### src/rtl/latch_ctrl_pkg.sv
// Shared types for the latch-bank write controller: FSM state encoding and
// the width of the enable-open down-counter.
package latch_ctrl_pkg;

  typedef enum logic [1:0] {
    IDLE  = 2'd0,
    SETUP = 2'd1,
    OPEN  = 2'd2,
    HOLD  = 2'd3
  } state_e;

  localparam int OPEN_CNT_W = 4;

endpackage

### src/rtl/rr_arbiter.sv
// Combinational round-robin pick: first requester at or after ptr, wrapping.
// The pointer register is owned by the caller.
module rr_arbiter #(
  parameter int N = 4,
  localparam int PW = (N > 1) ? $clog2(N) : 1
) (
  input  logic [N-1:0]  req,
  input  logic [PW-1:0] ptr,
  input  logic          enable,
  output logic [N-1:0]  gnt,
  output logic [PW-1:0] idx,
  output logic          valid
);

  int k;

  always_comb begin
    gnt   = '0;
    idx   = '0;
    valid = 1'b0;
    k     = 0;
    for (int i = 0; i < N; i++) begin
      k = int'(ptr) + i;
      if (k >= N) k = k - N;
      if (enable && !valid && req[k]) begin
        valid  = 1'b1;
        gnt[k] = 1'b1;
        idx    = PW'(k);
      end
    end
  end

endmodule

### src/rtl/latch_bank_write_ctrl.sv
// Arbitrated write sequencer for a bank of D-latch words: each write runs
// data-setup -> enable-open -> enable-closed hold so data brackets every en edge.
module latch_bank_write_ctrl #(
  parameter int NREQ     = 4,
  parameter int DW       = 8,
  parameter int NWORDS   = 4,
  parameter int OPEN_CYC = 1,
  localparam int AW = (NWORDS > 1) ? $clog2(NWORDS) : 1,
  localparam int PW = (NREQ > 1) ? $clog2(NREQ) : 1
) (
  input  logic                 clk,
  input  logic                 rst,
  input  logic [NREQ-1:0]      req,
  input  logic [NREQ*AW-1:0]   addr,
  input  logic [NREQ*DW-1:0]   wdata,
  output logic [NREQ-1:0]      gnt,
  output logic [NREQ-1:0]      done,
  output logic [DW-1:0]        lat_data,
  output logic [NWORDS-1:0]    lat_en,
  output logic                 busy
);

  import latch_ctrl_pkg::*;

  state_e                state;
  logic [OPEN_CNT_W-1:0] cnt;
  logic [AW-1:0]         addr_q;
  logic [PW-1:0]         rr_ptr;
  logic [NREQ-1:0]       arb_gnt;
  logic [PW-1:0]         arb_idx;
  logic                  arb_valid;

  // Out-of-range addresses decode to no enable, so the write is sequenced harmlessly.
  function automatic logic [NWORDS-1:0] word_sel(input logic [AW-1:0] a);
    logic [NWORDS-1:0] s;
    s = '0;
    for (int j = 0; j < NWORDS; j++)
      if (int'(a) == j) s[j] = 1'b1;
    return s;
  endfunction

  rr_arbiter #(.N(NREQ)) u_arb (
    .req    (req),
    .ptr    (rr_ptr),
    .enable (state == IDLE),
    .gnt    (arb_gnt),
    .idx    (arb_idx),
    .valid  (arb_valid)
  );

  always_ff @(posedge clk) begin
    if (rst) begin
      state    <= IDLE;
      gnt      <= '0;
      done     <= '0;
      lat_en   <= '0;
      lat_data <= '0;
      busy     <= 1'b0;
      rr_ptr   <= '0;
      cnt      <= '0;
    end else begin
      case (state)
        IDLE: begin
          if (arb_valid) begin
            state    <= SETUP;
            busy     <= 1'b1;
            gnt      <= arb_gnt;
            addr_q   <= addr[arb_idx*AW +: AW];
            lat_data <= wdata[arb_idx*DW +: DW];
            rr_ptr   <= (int'(arb_idx) == NREQ - 1) ? '0 : arb_idx + 1'b1;
          end
        end
        SETUP: begin
          state  <= OPEN;
          lat_en <= word_sel(addr_q);
          cnt    <= OPEN_CNT_W'(OPEN_CYC - 1);
        end
        OPEN: begin
          if (cnt == '0) begin
            state  <= HOLD;
            lat_en <= '0;
            done   <= gnt;
          end else begin
            cnt <= cnt - 1'b1;
          end
        end
        HOLD: begin
          state <= IDLE;
          gnt   <= '0;
          done  <= '0;
          busy  <= 1'b0;
        end
        default: state <= IDLE;
      endcase
    end
  end

endmodule

### config.mk
export PLATFORM = sky130hd
export DESIGN_NAME = latch_bank_write_ctrl
export DESIGN_NICKNAME = d
export VERILOG_FILES = /design/src/rtl/latch_ctrl_pkg.sv /design/src/rtl/rr_arbiter.sv /design/src/rtl/latch_bank_write_ctrl.sv
export SDC_FILE = /design/constraint.sdc
export NUM_CORES = 1
export LEC_CHECK = 0
export CORE_MARGIN = 2
export CORE_UTILIZATION = 52
export CTS_BUF_LIST = sky130_fd_sc_hd__clkbuf_8
export DETAILED_ROUTE_END_ITERATION = 10
export PLACE_DENSITY = 0.95
export SLEW_MARGIN = 20
export SYNTH_ARGS = -nofsm -noshare
export SYNTH_HDL_FRONTEND = slang
export SYNTH_SLANG_ARGS = --single-unit
export TNS_END_PERCENT = 30
### constraint.sdc
create_clock -name clk -period 5.2 [get_ports clk]
set_input_delay 1.3 -clock clk [delete_from_list [all_inputs] [get_ports clk]]
set_output_delay 1.3 -clock clk [all_outputs]
set_load 0.02 [all_outputs]
==> out/qor.yml <==
status: "complete, no violations"
area_delta_synth_final_pct: 36.03
p_sw_share_pct: 44.04
powerDensity_mw_per_mm2: 508.0
met2_usage_pct: 42.70
skew_ps: 7.745
wl_um: 4876
gp_congestion: 0.9280
share_seq_of_total_power_pct: 26.6
clock_latency_ps: 280
leakagePower_nw: 1.075
post_cts_buffers: 0
fin_util_pct: 75.20
synth-edff-count: 2
p_int_uw: 800.3
drc: 0
tns_ps: 0
reg2reg_depth: 9
grt_use_met1_pct: 27.56
io_buffers: 66
cts_root_buf: "clkbuf_8"
nets: 337
synthesis.nets: 274
startpoint: "req[1]"
cp.arrival_ps: 3690
crit_path_end_kind: "flip-flop"
diodes: 0
yosys_warnings: 0
finalSetupViolations: 0
clock-sinks: 31
ys.flop_type: "dfxtp_1"
wire_per_inst_um: 14.96
core_mm2: 0.003744
comb_power_share_pct: 60.9
clkPwrFrac_pct: 12.5
relSlewSlack_pct: 63.25
crit_required_ps: 5350
grt_pass1_wl_um: 8211
path_clk_slew_ps: 70
fmax_ghz: 0.2820
synth.distinct_cells: 46
min-delay-start: "busy"
synth_area_per_cell_um2: 9.670
finalCritPeriodShare_pct: 68.20
dp_slack_ps: 1400
grt_pass1_vias: 1865
numCtsBuffers: 5
min_period_ps: 3546
grt_setup_unrepaired: "no"
cts_tree: "yes"
postLayoutSetupSlackWorst_ps: 1654
layout_common_cells: "clkdlybuf4s50_1 (66), mux2i_1 (29), dfxtp_1 (29), nor2_1 (23), inv_1 (15)"
worstSetupStartpointType: "primary input"
worst_slew_pin_slew_ps: 551.2
drive_above_1_share_pct: 10.07
cts_hold_buf: 0
busiest_layer: "met2"
drt_iter0_drc: 62
max-vdd-ir-drop_mv: 0.3306
r2r-start: "rr_ptr[0]"
grt_overflow: 0
grt_max_degree: 29
p_switching_uw: 629.9
start_util_pct: 55.28
netlist_area_mm2: 0.002069
io_pins: 67
cts.path.max_buffers: 2
ys_ff_latch: 31
die_h_um: 67.09
timing.max_cap.violations: 0
dieArea_mm2: 0.004500
use_met3_pct: 7.939
syn_inst: 214
vias_per_cell: 5.718
die-width_um: 67.09
slew_violations: 0
hold_viol: 0
p_total_mw: 1.430
drtPass1Iterations: 4
post_cts_resized: 0
cts_htree_levels: 2
worstHoldPathCells: 2
seq_area_frac_synth_pct: 30.96
crit_fanout: 8
antenna_found_initial: 0
track_usage_pct: 24.28
ant_nets: 0
critical_path_class: "primary input to flip-flop"
hold_path.class: "flip-flop to flip-flop"
vias: 1864
place.detailed.hpwl_um: 3738
rows: 22
ys_async_sr_fraction_pct: 0
layout.cells.most_common: "clkdlybuf4s50_1"
kinds of logic (layout without fill, tap and decap cells):
kind of cell | count (synthesis) | after routing | share of synthesized area (%)
XOR/XNOR | 1 | 1 | 0.4233
AO/OA/AOI/OAI | 54 | 54 | 24.55
multiplexers | 32 | 32 | 15.84
buffers and inverters | 28 | 92 | 6.650
adder cells (fa/ha/maj) | 14 | 14 | 8.464
flip-flops | 31 | 31 | 30.96
AND/OR/NAND/NOR | 54 | 54 | 13.12
cells in the mapped netlist (2+ instances only):
cell type,n,share of area [%]
a211oi_1,2,0.73
a21oi_1,6,1.5
a221oi_1,2,0.85
a22o_1,4,1.7
a22oi_1,10,3.6
a32oi_1,2,0.85
buf_2,2,0.48
buf_6,4,2.2
clkbuf_1,6,1.1
dfxtp_1,29,28
edfxtp_1,2,2.9
ha_1,14,8.5
inv_1,15,2.7
mux2_2,2,1.1
mux2i_1,29,14
nand2_1,6,1.1
nand2b_1,5,1.5
nand3_1,2,0.48
nand3b_1,8,2.9
nor2_1,23,4.2
nor2b_1,2,0.60
nor3_1,4,0.97
o221ai_1,4,1.7
o221ai_2,8,5.8
o22a_1,2,0.85
power by group through the flow:
stage,clock network (mW),registers [mW],logic (mW)
CTS,0.182,0.381,0.869
detailed placement,0,0.385,0.860
finish,0.179,0.381,0.870
global placement,0,0.383,0.833
global route,0.192,0.393,0.943
floorplan,0,0.419,0.611
layout make-up:
cell class | count | area, um^2
multi-input combinational | 155 | 1291
fill | 268 | 928.4
timing repair buffer | 69 | 683.2
sequential | 31 | 640.6
clock buffer | 5 | 68.82
tap | 48 | 60.06
inverter | 15 | 56.30
clock inverter | 3 | 15.01
final timing paths:
check	endpoint	slack, ps
min	busy	480
max reg2reg	addr_q[0]	1950
max	lat_data[7]	1650
min reg2reg	busy	480
flip-flops by register name, indices dropped and copies added, names as in the netlist:
register	cells
busy	1
done	4
lat_en	4
state	2
cnt	4
addr_q	2
gnt	4
lat_data	8
rr_ptr	2
per-stage QoR:
step / cells / hold slack [ps] / instance area [um^2]
floorplan: 214 / 456.4 / 2069
global placement: 318 / 462.3 / 2731
detailed placement: 318 / 472.5 / 2731
CTS: 326 / 481.7 / 2815
global route: 326 / 499.4 / 2815
finish: 326 / 477.3 / 2815
critical path, stage by stage:
cell and delay [ps]:
clkdlybuf4s50_1 520, mux2_2 330, mux2i_1 340, and2_4 280
o22a_1 300, nand2b_1 460, o221ai_2 150
per-layer routing:
metal	share of wire [%]	up-vias
li1	-	928
met4	0.90	0
met2	51	66
met5	0	-
met3	7.0	5
met1	41	865
No activity file was read; power rests on OpenSTA's default activity.
